[src/rtl/dmem_arbiter.sv]
// dmem_arbiter: shares the data-memory port between the CPU (port 0) and a debug/DMA loader (port 1).
// Each grant becomes a one-cycle MemWrite pulse, or a MemRead pulse followed by a forced low cycle.
module dmem_arbiter #(
  parameter int ADDR_W = 13,
  parameter int DATA_W = 32,
  parameter int RR     = 1
) (
  input  logic              clock,
  input  logic              reset,
  input  logic              req0,
  input  logic              req1,
  input  logic              we0,
  input  logic              we1,
  input  logic [ADDR_W-1:0] addr0,
  input  logic [ADDR_W-1:0] addr1,
  input  logic [DATA_W-1:0] wdata0,
  input  logic [DATA_W-1:0] wdata1,
  output logic              gnt0,
  output logic              gnt1,
  output logic              rvalid0,
  output logic              rvalid1,
  output logic [DATA_W-1:0] rdata0,
  output logic [DATA_W-1:0] rdata1,
  output logic              busy,
  output logic              MemWrite,
  output logic              MemRead,
  output logic [ADDR_W-1:0] Address,
  output logic [DATA_W-1:0] Write_data,
  input  logic [DATA_W-1:0] Read_Data
);

  localparam logic [1:0] IDLE    = 2'd0;
  localparam logic [1:0] WR      = 2'd1;
  localparam logic [1:0] RD      = 2'd2;
  localparam logic [1:0] RD_DONE = 2'd3;

  logic [1:0]        r_state;
  logic              r_winner;
  logic              r_last;
  logic              r_gnt0;
  logic              r_gnt1;
  logic              r_rvalid0;
  logic              r_rvalid1;
  logic              r_mem_write;
  logic              r_mem_read;
  logic [ADDR_W-1:0] r_addr;
  logic [DATA_W-1:0] r_wdata;
  logic [DATA_W-1:0] r_rdata0;
  logic [DATA_W-1:0] r_rdata1;

  logic              w_any_req;
  logic              w_tie_to1;
  logic              w_pick1;
  logic              w_accept;
  logic              w_rd_done;
  logic              w_sel_we;
  logic [ADDR_W-1:0] w_sel_addr;
  logic [DATA_W-1:0] w_sel_wdata;

  // r_last = 1 means port 1 held the most recent grant; round-robin hands a tie to the other port
  assign w_any_req   = req0 | req1;
  assign w_tie_to1   = (RR != 0) && !r_last;
  assign w_pick1     = req1 && (!req0 || w_tie_to1);
  assign w_accept    = (r_state == IDLE) && w_any_req;
  assign w_rd_done   = (r_state == RD);
  assign w_sel_we    = w_pick1 ? we1    : we0;
  assign w_sel_addr  = w_pick1 ? addr1  : addr0;
  assign w_sel_wdata = w_pick1 ? wdata1 : wdata0;

  always_ff @(posedge clock or posedge reset) begin
    if (reset) begin
      r_state     <= IDLE;
      r_winner    <= 1'b0;
      r_last      <= 1'b1;
      r_gnt0      <= 1'b0;
      r_gnt1      <= 1'b0;
      r_mem_write <= 1'b0;
      r_mem_read  <= 1'b0;
    end else begin
      r_gnt0      <= 1'b0;
      r_gnt1      <= 1'b0;
      r_mem_write <= 1'b0;
      r_mem_read  <= 1'b0;
      case (r_state)
        IDLE: begin
          if (w_accept) begin
            r_winner <= w_pick1;
            r_last   <= w_pick1;
            r_gnt0   <= !w_pick1;
            r_gnt1   <= w_pick1;
            if (w_sel_we) begin
              r_mem_write <= 1'b1;
              r_state     <= WR;
            end else begin
              r_mem_read <= 1'b1;
              r_state    <= RD;
            end
          end
        end
        WR:      r_state <= IDLE;
        RD:      r_state <= RD_DONE;
        // RD_DONE keeps MemRead low for one full cycle before the next acceptance
        default: r_state <= IDLE;
      endcase
    end
  end

  always_ff @(posedge clock or posedge reset) begin
    if (reset) begin
      r_addr  <= '0;
      r_wdata <= '0;
    end else if (w_accept) begin
      r_addr  <= w_sel_addr;
      r_wdata <= w_sel_wdata;
    end
  end

  always_ff @(posedge clock or posedge reset) begin
    if (reset) begin
      r_rvalid0 <= 1'b0;
      r_rvalid1 <= 1'b0;
      r_rdata0  <= '0;
      r_rdata1  <= '0;
    end else begin
      r_rvalid0 <= w_rd_done && !r_winner;
      r_rvalid1 <= w_rd_done && r_winner;
      if (w_rd_done && !r_winner) begin
        r_rdata0 <= Read_Data;
      end
      if (w_rd_done && r_winner) begin
        r_rdata1 <= Read_Data;
      end
    end
  end

  assign gnt0       = r_gnt0;
  assign gnt1       = r_gnt1;
  assign rvalid0    = r_rvalid0;
  assign rvalid1    = r_rvalid1;
  assign rdata0     = r_rdata0;
  assign rdata1     = r_rdata1;
  assign busy       = (r_state != IDLE);
  assign MemWrite   = r_mem_write;
  assign MemRead    = r_mem_read;
  assign Address    = r_addr;
  assign Write_data = r_wdata;

endmodule

[config.mk]
export PLATFORM = sky130hd
export DESIGN_NAME = dmem_arbiter
export DESIGN_NICKNAME = d
export VERILOG_FILES = /design/src/rtl/dmem_arbiter.sv
export SDC_FILE = /design/constraint.sdc
export NUM_CORES = 1
export LEC_CHECK = 0
export CAP_MARGIN = 20
export CORE_MARGIN = 5
export CORE_UTILIZATION = 24
export DETAILED_ROUTE_END_ITERATION = 8
export PLACE_DENSITY = 0.62
export RECOVER_POWER = 100
export SETUP_SLACK_MARGIN = 0.1
export SLEW_MARGIN = 5
export SYNTH_ARGS = -nofsm -noshare
export SYNTH_HDL_FRONTEND = slang
export SYNTH_SLANG_ARGS = --single-unit
[constraint.sdc]
create_clock -name clock -period 4.1 [get_ports clock]
set_input_delay 0.82 -clock clock [delete_from_list [all_inputs] [get_ports clock]]
set_output_delay 0.82 -clock clock [all_outputs]
set_load 0.01 [all_outputs]
# [Word-level counts from Yosys, hierarchy flattened]
# Index checks and enable logic that the tools add are counted.
[classes] bitwise=1 n_reduce_logical=12 n_eq_ne=2 muxes=16
[ops] cell="32-bit two-way mux" count=1
[ops] cell="13-bit two-way mux" count=1
[ops] cell="1-bit two-way mux" count=11
[ops] cell="1-bit logical AND" count=4
[ops] cell="1-bit zero test" count=4
[ops] cell="2-bit two-way mux" count=2
[ops] cell="2-bit case mux with 2 select lines" count=1
[ops] cell="2-bit equality test (second input constant)" count=1
[ops] cell="2-bit zero test" count=1
[ops] cell="2-bit != test (second input constant)" count=1
[ops] cell="2-bit AND reduction" count=1
[ops] cell="2-bit nonzero test" count=1
[ops] cell="1-bit logical OR" count=1
[ops] cell="1-bit OR" count=1
[word_totals] out_inout_bits=116 reg_bits=119 input_bits=128

# [Longest topological paths before layout]
# Gate-level depths: netlist of run 1.
[logic_depth] ltp_word=7 depth_mapped=5 depth_no_buf=3

# [Least setup slack after synthesis of run 1]
# OpenSTA, ideal clock, no wires.
[synth_timing] path_type="input to register" from="input req1" to="register r_state[1]" arrival_ns=1.691 required_ns=4.005 path_slack_ns=2.313 n_path_buf=1 cell_stages=4 setup_ns=0.095 cell_sequence="a21boi_1 -> buf_2 -> mux2_2 -> o31ai_1"
[synth_via] elab_chain_len=5 elab_cells_between_ends=8 cone_classes="eq/ne: 1; mux: 4; bitwise: 1; reduce/logical: 2"
[synth_lines] element="start: declaration" line="11" text="input logic req1,"
[synth_lines] element="1-bit logical AND" line="63" text="assign w_pick1 = req1 && (!req0 || w_tie_to1);"
[synth_lines] element="1-bit two-way mux" line="66" text="assign w_sel_we = w_pick1 ? we1 : we0;"
[synth_lines] element="2-bit two-way mux" line="91" text="if (w_sel_we) begin"
[synth_lines] element="2-bit two-way mux" line="86" text="if (w_accept) begin"
[synth_lines] element="2-bit case mux with 2 select lines" line="84" text="case (r_state)"
[synth_lines] element="end signal: assignment" line="72" text="r_state <= IDLE;"
[synth_lines] element="end signal: assignment" line="93" text="r_state <= WR;"
[synth_lines] element="end signal: assignment" line="96" text="r_state <= RD;"
[synth_lines] element="end: declaration" line="37" text="logic [1:0] r_state;"
# Parallel ways exist; a longest one is shown, timed or not. The select of a mux whose other input is x is not followed.
# A chain may end at the register's enable or synchronous reset.

# [Final worst setup path of run 1]
[layout_timing] from="input req1" to="register r_wdata[2], in the netlist Write_data[2]"
[layout_via] elab_chain_len=2 elab_cells_between_ends=4 cone_classes="mux: 1; bitwise: 1; reduce/logical: 2"
[layout_lines] element="1-bit logical AND or 1-bit OR (tied branches)" line="63, 61"
[layout_lines] element="32-bit two-way mux or 1-bit logical AND (tied branches)" line="68, 64"
[layout_lines] element="end signal: assignment" line="114" text="r_wdata <= w_sel_wdata;"
[layout_lines] element="end: declaration" line="47" text="logic [DATA_W-1:0] r_wdata;"
# Parallel ways exist; a longest one is shown, timed or not.

==> run summary, run 1 <==
The run finished, with violations left. The final reports fail on capacitance limit, slew limit. The worst hold path depth is 1.

In the final timing run, aggregate negative setup slack is 0 ns. The hold violation count in the final report is 0. The H-tree depth is 4. The cell sitting at the root of the clock tree is a sky130_fd_sc_hd__clkbuf_16. After detailed placement, the design holds a cell count of 808. In this run, synthesis produced a sequential element count of 119. After detailed placement, the total cell area comes to 7400 µm². The beginning of the worst register-to-register path is r_state[1].

The proportion of layout cells with a drive suffix above 1 is 17.4%. Max-cap violations in this run came to 2. The number of gates given a new drive strength after cts is 0.

The number of setup buffers added after CTS came out at 0. Walking the worst path, the cells encountered are dlygate4sd3_1, o21ai_4, clkbuf_1, a221o_1. Setup violations remaining at the end of the flow were counted as 0. The aggregate routed wire length is 14.3 mm. The number of I/O pins is 244. The routed length per placed instance came out at 17.0 µm. The via count of the first global-routing pass came out at 4139.

Summed over all nets, the half-perimeter wirelength after detailed placement is 10.6 mm. The worst slack at placement is 1.45 ns. The worst voltage drop across the vdd grid came out at 362 µV. In this run the core area contains 51 standard-cell rows. The number of optimization iterations in the first detailed-route pass is 5. The first global-routing pass estimated 22.3 mm of wire. The number of fill cells in the layout came out at 1824. The number of buffer and inverter instances along the worst setup path came out at 2. Setup repair after global routing left no endpoint under its margin. Measured against its own limit, the worst slew margin works out to -38.5%.

The cell area after synthesis is 4690 µm². The kind of end point of the critical path is a flip-flop. The number of buffers inserted for hold repair after clock tree synthesis is 0.

In the post-synthesis netlist, the biggest area contributors are sky130_fd_sc_hd__dfrtp_1, sky130_fd_sc_hd__mux2_2, sky130_fd_sc_hd__a221o_1, sky130_fd_sc_hd__and3_1, sky130_fd_sc_hd__buf_2. The endpoint identified for the worst register-to-register timing path is Address[12]. The leakage dissipation came out at 3.52 nW. The overall routing resource usage is 12.8%.

For the worst setup path, the data arrival time is 3.26 ns. The worst register-to-register path has a setup slack of 1.44 ns. In this run the deepest clock path goes through 2 buffers. The final cycle utilization of the critical path came out at 71.0%.

In the final design database the tool counted 690 nets. The post-CTS clock slew at the launch and capture registers of the worst setup and hold paths is 0.06 ns. The startpoint of the worst hold path is rdata0[13].

The clock insertion delay at the later pin of the skew report came out at 0.41 ns. The highest clock rate is 343 MHz. The number of vias in the routed layout is 3748. Along the worst path, the maximum fanout reaches 25.

The count of clock tree sinks came out at 119. The number of buffers inserted by port buffering came out at 243. The count of unique library cells instantiated by Yosys is 20. The net count of the mapped netlist came out at 448. The path type of the worst setup path is in -> reg. The number of antenna violations at the first check in global routing was 0. The number of pins with negative max-slew slack in the final report is 81. For the worst flop-to-flop path, the logic depth is 4. The starting density of the core came out at 24.3%. In this run the vertical extent of the chip is 150 µm. The post-layout total power came out at 0.00615 W.

TritonCTS built the clock tree. Dividing total power by cell area gives a power density of 769 nW/µm². 0 antenna diodes ended up in the layout. Among cell families on the critical path, the largest total delay comes from buffers and inverters. The depth of the critical timing path with buffers and inverters included is 4. The slew at the pin closest to its max-slew limit came out at 2.08 ns. The die outline area is 22400 µm².

The layout-stage area growth over the synthesis result came out at 70.6%. The share of the yosys chip area belonging to registers came out at 63.5%. The first routing iteration left 121 violations. The post-route cell area came out at 8000 µm². Dividing the detail-routed via count by the number of cells gives 4.46.

The pin count of the biggest net entering global routing came out at 57. STA classifies the critical path startpoint as an input port. The Yosys step of the flow raised 0 warnings.

The final cell count without fillers came out at 840. The area of the core came out at 19300 µm². The largest clock skew in the final design is 0.0148 ns. At the worst endpoint, the required time is 4.44 ns. The slack of the critical path is 1.19 ns.

Counting the buffers created by CTS gives 17. The sum of overflow across all layers after global routing is 0. The width of the chip came out at 150 µm. In this run the remaining antenna-violating nets after routing total 0. The worst hold path terminates at rdata0[13]. The synthesized area per cell is 14.7 µm². The detailed-route DRC error count is 0.

The dominant cell type by area after synthesis is sky130_fd_sc_hd__dfrtp_1. The clock period minus worst slack is 2.91 ns. The tightest min-delay check is of the reg -> reg type.

The largest stage delay on the critical path is 0.91 ns. After technology mapping, the gate count stands at 320. The share of Yosys cell area claimed by the top area cell type came out at 63.0%. The critical-path cell with the highest stage delay is sky130_fd_sc_hd__clkbuf_1. The final weighted congestion of routability-driven global placement came out at 0.815.
routing by layer:
metal  routed length (µm)  up-vias  GRT usage [%]
met3                 1620       28           5.88
met1                 5700     1813           15.0
met2                 6620      200           20.1
li1                     -     1707              -
met4                  330        0           5.67
met5                    0        -              0
worst register-to-register path, stage by stage, from the launching register on:
cell                      delay, ns
sky130_fd_sc_hd__dfrtp_1       0.40
sky130_fd_sc_hd__nor2_2        0.13
sky130_fd_sc_hd__buf_4         0.36
sky130_fd_sc_hd__and3_1        1.37
sky130_fd_sc_hd__a221o_1       0.33
registers in the layout (all words and copies together), names as in the netlist:
register,flops
MemWrite,1
gnt0,1
rdata0,32
Write_data,32
MemRead,1
rvalid0,1
r_state,2
r_last,1
Address,13
rvalid1,1
rdata1,32
gnt1,1
r_winner,1
cells in the final DEF, fill, tap and decap left out:
cell type and instances:
sky130_fd_sc_hd__nand2b_1 2, sky130_fd_sc_hd__clkbuf_8 1, sky130_fd_sc_hd__dlygate4sd3_1 118, sky130_fd_sc_hd__clkbuf_16 17
sky130_fd_sc_hd__and3_1 46, sky130_fd_sc_hd__clkinv_2 1, sky130_fd_sc_hd__inv_4 1, sky130_fd_sc_hd__a21o_1 2
sky130_fd_sc_hd__nand3b_1 1, sky130_fd_sc_hd__inv_6 1, sky130_fd_sc_hd__mux2_2 59, sky130_fd_sc_hd__nor2_2 1
sky130_fd_sc_hd__and2_1 1, sky130_fd_sc_hd__dfrtp_1 118, sky130_fd_sc_hd__buf_4 4, sky130_fd_sc_hd__o21ai_4 1
sky130_fd_sc_hd__dfstp_2 1, sky130_fd_sc_hd__clkinvlp_4 5, sky130_fd_sc_hd__inv_1 2, sky130_fd_sc_hd__mux2i_1 1
sky130_fd_sc_hd__nor2_4 1, sky130_fd_sc_hd__clkdlybuf4s50_1 125, sky130_fd_sc_hd__a221o_1 45, sky130_fd_sc_hd__a21boi_0 1
sky130_fd_sc_hd__mux2_1 6, sky130_fd_sc_hd__bufinv_16 3, sky130_fd_sc_hd__clkbuf_1 2, sky130_fd_sc_hd__nor2_1 3
sky130_fd_sc_hd__clkinv_4 4, sky130_fd_sc_hd__o31ai_1 2
cell type report:
class | count | area, µm² | share of cell area [%]
clock buffer | 18 | 439 | 5.49
clock inverter | 14 | 176 | 2.21
inverter | 3 | 13.8 | 0.172
multi-input combinational | 172 | 1590 | 19.9
sequential | 119 | 2980 | 37.2
tap | 265 | 332 | 4.15
timing repair buffer | 249 | 2470 | 30.9
per-stage QoR:
step	hold slack, ns	utilization (%)
after CTS	0.486	41.5
after global routing	0.499	41.4
after detailed placement	0.474	38.3
final	0.476	41.4
after floorplan	0.492	-
after global placement	0.468	38.3
power by group:
part / switching [W] / internal (W) / total [W]
combinational: 0.00109 / 0.00147 / 0.00256
sequential: 0.000307 / 0.00177 / 0.00207
clock: 0.000544 / 0.000974 / 0.00152
total: 0.00194 / 0.00421 / 0.00615
cell families after synthesis:
family / synth area share, %
compound gates: 10.5
buf+inv: 2.93
flops: 63.5
mux: 15.8
simple gates: 7.20
cells in the mapped netlist, drive strengths merged:
library cell / number
a21boi: 1
mux2i: 1
a221o: 45
and3: 46
buf: 18
dfrtp: 118
nand2b: 2
nand3b: 1
o31ai: 2
o21ai: 1
nor2: 5
clkbuf: 8
dfstp: 1
mux2: 65
a21o: 2
inv: 3
and2: 1
how the worst max path moves through the flow:
stage	start	to	slack (ns)
floorplan	reset	Address[0]	0.12
global placement	req0	Write_data[0]	1.52
detailed placement	req0	Write_data[9]	1.45
CTS	r_state[1]	busy	1.75
global route	req1	Write_data[6]	1.08
finish	req1	Write_data[2]	1.19
Note: power is estimated with default switching activity, not from simulation.
==> inputs of run 2 (changes only) <==
==> constraint.sdc (replaced) <==
create_clock -name clock -period 2.55 [get_ports clock]
set_input_delay 0.51 -clock clock [delete_from_list [all_inputs] [get_ports clock]]
set_output_delay 0.51 -clock clock [all_outputs]
set_load 0.01 [all_outputs]
==> run summary, run 2 (synthesized netlist as in run 1, its figures left out) <==
The number of optimization iterations in the first detailed-route pass came out at 4 (-1). The aggregate routed wire length came out at 14.2 mm (-0.73%). The number of I/O pins came out at 244 (unchanged). The slew at the pin closest to its max-slew limit came out at 1.46 ns (-0.617 ns).

Setup repair after global routing left no endpoint under its margin. The final weighted congestion of routability-driven global placement came to 0.765 (-6.2%). The setup total negative slack came to 0 ns (unchanged). The total placed instance area came to 7460 µm² (+0.79%).

The deepest clock path buffer count is 2 (unchanged). The number of violations of the max-capacitance limit was 0 (-2). The count of clock tree sinks is 119 (unchanged). The tightest slew margin relative to the limit is 2.63% (+41 points). The worst voltage drop across the vdd grid came out at 709 µV (+95%). The worst setup path is launched from a flip-flop. The total of endpoints with negative setup slack in the final report is 0 (unchanged). The largest clock skew in the final design is 0.00773 ns (-0.00709 ns). The worst hold slack is 0.482 ns (+0.00560 ns). The number of nets with antenna violations after routing came to 0 (unchanged). The slack of the critical path came out at 0.342 ns (-0.846 ns). The worst endpoint required time came to 2.04 ns (-2.40 ns). The sum of overflow across all layers after global routing is 0 (unchanged). The reg-to-reg setup timing slack is 0.49 ns (-0.95 ns). The critical path data arrival time is 1.70 ns (-1.56 ns). The clock insertion delay at the later pin of the skew report is 0.41 ns (about the same). The worst slack at placement came out at 0.208 ns (-1.24 ns).

The run finished with clean final reports. The first-pass GRT wire length came out at 22.5 mm (+1.3%). The proportion of layout cells with a drive suffix above 1 is 18.1% (+0.66 points). The worst setup path is captured at an output pin. The worst hold path belongs to the class reg -> reg. The final cycle utilization of the critical path came out at 86.6%. The number of DRC markers in iteration 0 came out at 125 (+3.3%). The clock period minus worst slack is 2.21 ns. The tree is rooted in a sky130_fd_sc_hd__clkbuf_16. The hold violation count in the final report came out at 0 (unchanged). The routed length per placed instance came out at 16.8 µm (-0.85%). The starting density of the core came out at 24.3% (unchanged).

The number of buffers created by CTS is 17 (unchanged). The y dimension of the die came to 150 µm (unchanged). On the critical path, the stage with the largest delay is an instance of sky130_fd_sc_hd__clkdlybuf4s50_1. The via count of the first global-routing pass is 4189 (+1.2%).

The post-CTS clock slew at the launch and capture registers of the worst setup and hold paths is 0.05 ns (about the same). The number of antenna violations at the first check in global routing came to 0 (unchanged). The net count of the finished layout came to 691 (+0.14%). The library cells used most frequently in the layout, excluding fill and tap cells, are sky130_fd_sc_hd__clkdlybuf4s50_1, sky130_fd_sc_hd__dfrtp_1, sky130_fd_sc_hd__dlygate4sd3_1, sky130_fd_sc_hd__mux2_2.

The die outline area is 22400 µm² (unchanged). Walking the worst path, the cells encountered are nor2_4, inv_1, clkdlybuf4s50_1. Timing would allow up to 453 MHz. The kind of cell adding the most delay to the critical path is buffers and inverters. The overall routing resource usage came out at 12.8% (+0.043 points). The number of buffer and inverter instances along the worst setup path came out at 2 (unchanged). The detailed-route DRC error count is 0 (unchanged). Leaving out fill and tap cells, the most frequent cell in the layout is sky130_fd_sc_hd__clkdlybuf4s50_1. The largest stage delay on the critical path was 0.48 ns (-0.43 ns). The leakage dissipation came out at 3.55 nW (+0.96%).

The post-route cell area came to 8060 µm² (+0.75%). The number of pins with negative max-slew slack in the final report is 0 (-100%). The area of the core was 19300 µm² (unchanged). The critical path is of the reg -> out type.

The placed wire-length estimate after detailed placement came to 10.2 mm (-3.1%). The largest fanout of any net on the critical path is 14 (-44%). The total power density per cell area is 1250 nW/µm² (+62%). The number of vias per cell is 4.42 (-0.89%).

The number of vias in the routed layout came to 3719 (-0.77%). The pin count of the biggest net entering global routing came out at 66 (+16%). The number of buffers inserted by port buffering came to 243 (unchanged).

Compared with the post-synthesis result, the final layout area differs by 71.9%. The diode insertion count for antenna repair is 0 (unchanged). The width of the chip is 150 µm (unchanged).

The number of standard-cell rows in the floorplan is 51 (unchanged). TritonCTS built the clock tree. The H-tree depth is 4 (unchanged). The number of setup buffers added after CTS came out at 0 (unchanged).
==> run 2: changes by cell type in the layout (fill, tap and decap cells not counted), moves of 2 or more <==
cell / previous run / this run
sky130_fd_sc_hd__buf_4: 4 / 1
sky130_fd_sc_hd__clkinv_2: 1 / 3
sky130_fd_sc_hd__clkbuf_2: 0 / 3
sky130_fd_sc_hd__clkinv_4: 4 / 1
sky130_fd_sc_hd__clkbuf_1: 2 / 0
sky130_fd_sc_hd__buf_12: 0 / 2
sky130_fd_sc_hd__clkbuf_8: 1 / 3
==> run 2: metal layers <==
metal | vias to the layer above | wire length, µm | share of wire (%) | GRT usage (%)
met5 | - | 0 | 0 | 0
met1 | 1791 | 6060 | 43 | 16.2
li1 | 1703 | - | - | -
met4 | 0 | 291 | 2.1 | 5.22
met2 | 201 | 6420 | 45 | 19.9
met3 | 24 | 1390 | 9.8 | 4.82
==> run 2: cell type report <==
type | count | area, µm²
Inverter | 3 | 12.5
Sequential cell | 119 | 2980
Clock inverter | 12 | 174
Tap cell | 265 | 332
Fill cell | 1813 | 11300
Multi-Input combinational cell | 172 | 1600
Timing Repair Buffer | 250 | 2500
Clock buffer | 20 | 467
==> run 2: repair_timing <==
item                                    CTS  global route
hold buffers                              0             0
gates resized for setup                   0             1
endpoints found under the setup margin    0             1
==> run 2: where the power goes <==
part | internal, W | switching, W | leakage (nW)
clock | 0.00171 | 0.000855 | 0.304
combinational | 0.00241 | 0.00178 | 1.81
sequential | 0.00284 | 0.000461 | 1.44
==> run 2: worst paths after layout <==
check	startpoint	to	depth (start not counted)
min in group asynchronous	reset	Write_data[27]	3
worst max register to register	r_state[0]	rdata0[17]	4
worst max-delay path	r_state[0]	busy	3
worst min-delay path	rdata0[14]	rdata0[14]	1
worst min register to register	rdata0[14]	rdata0[14]	1
max in group asynchronous	reset	rdata1[31]	3
==> run 2: through the flow <==
step	power, W	instances	utilization, %
after floorplan	0.00540	320	-
after global placement	0.00787	809	38.6
after detailed placement	0.00798	809	38.6
after CTS	0.0106	841	41.9
after global routing	0.0107	841	41.7
final	0.0101	841	41.7
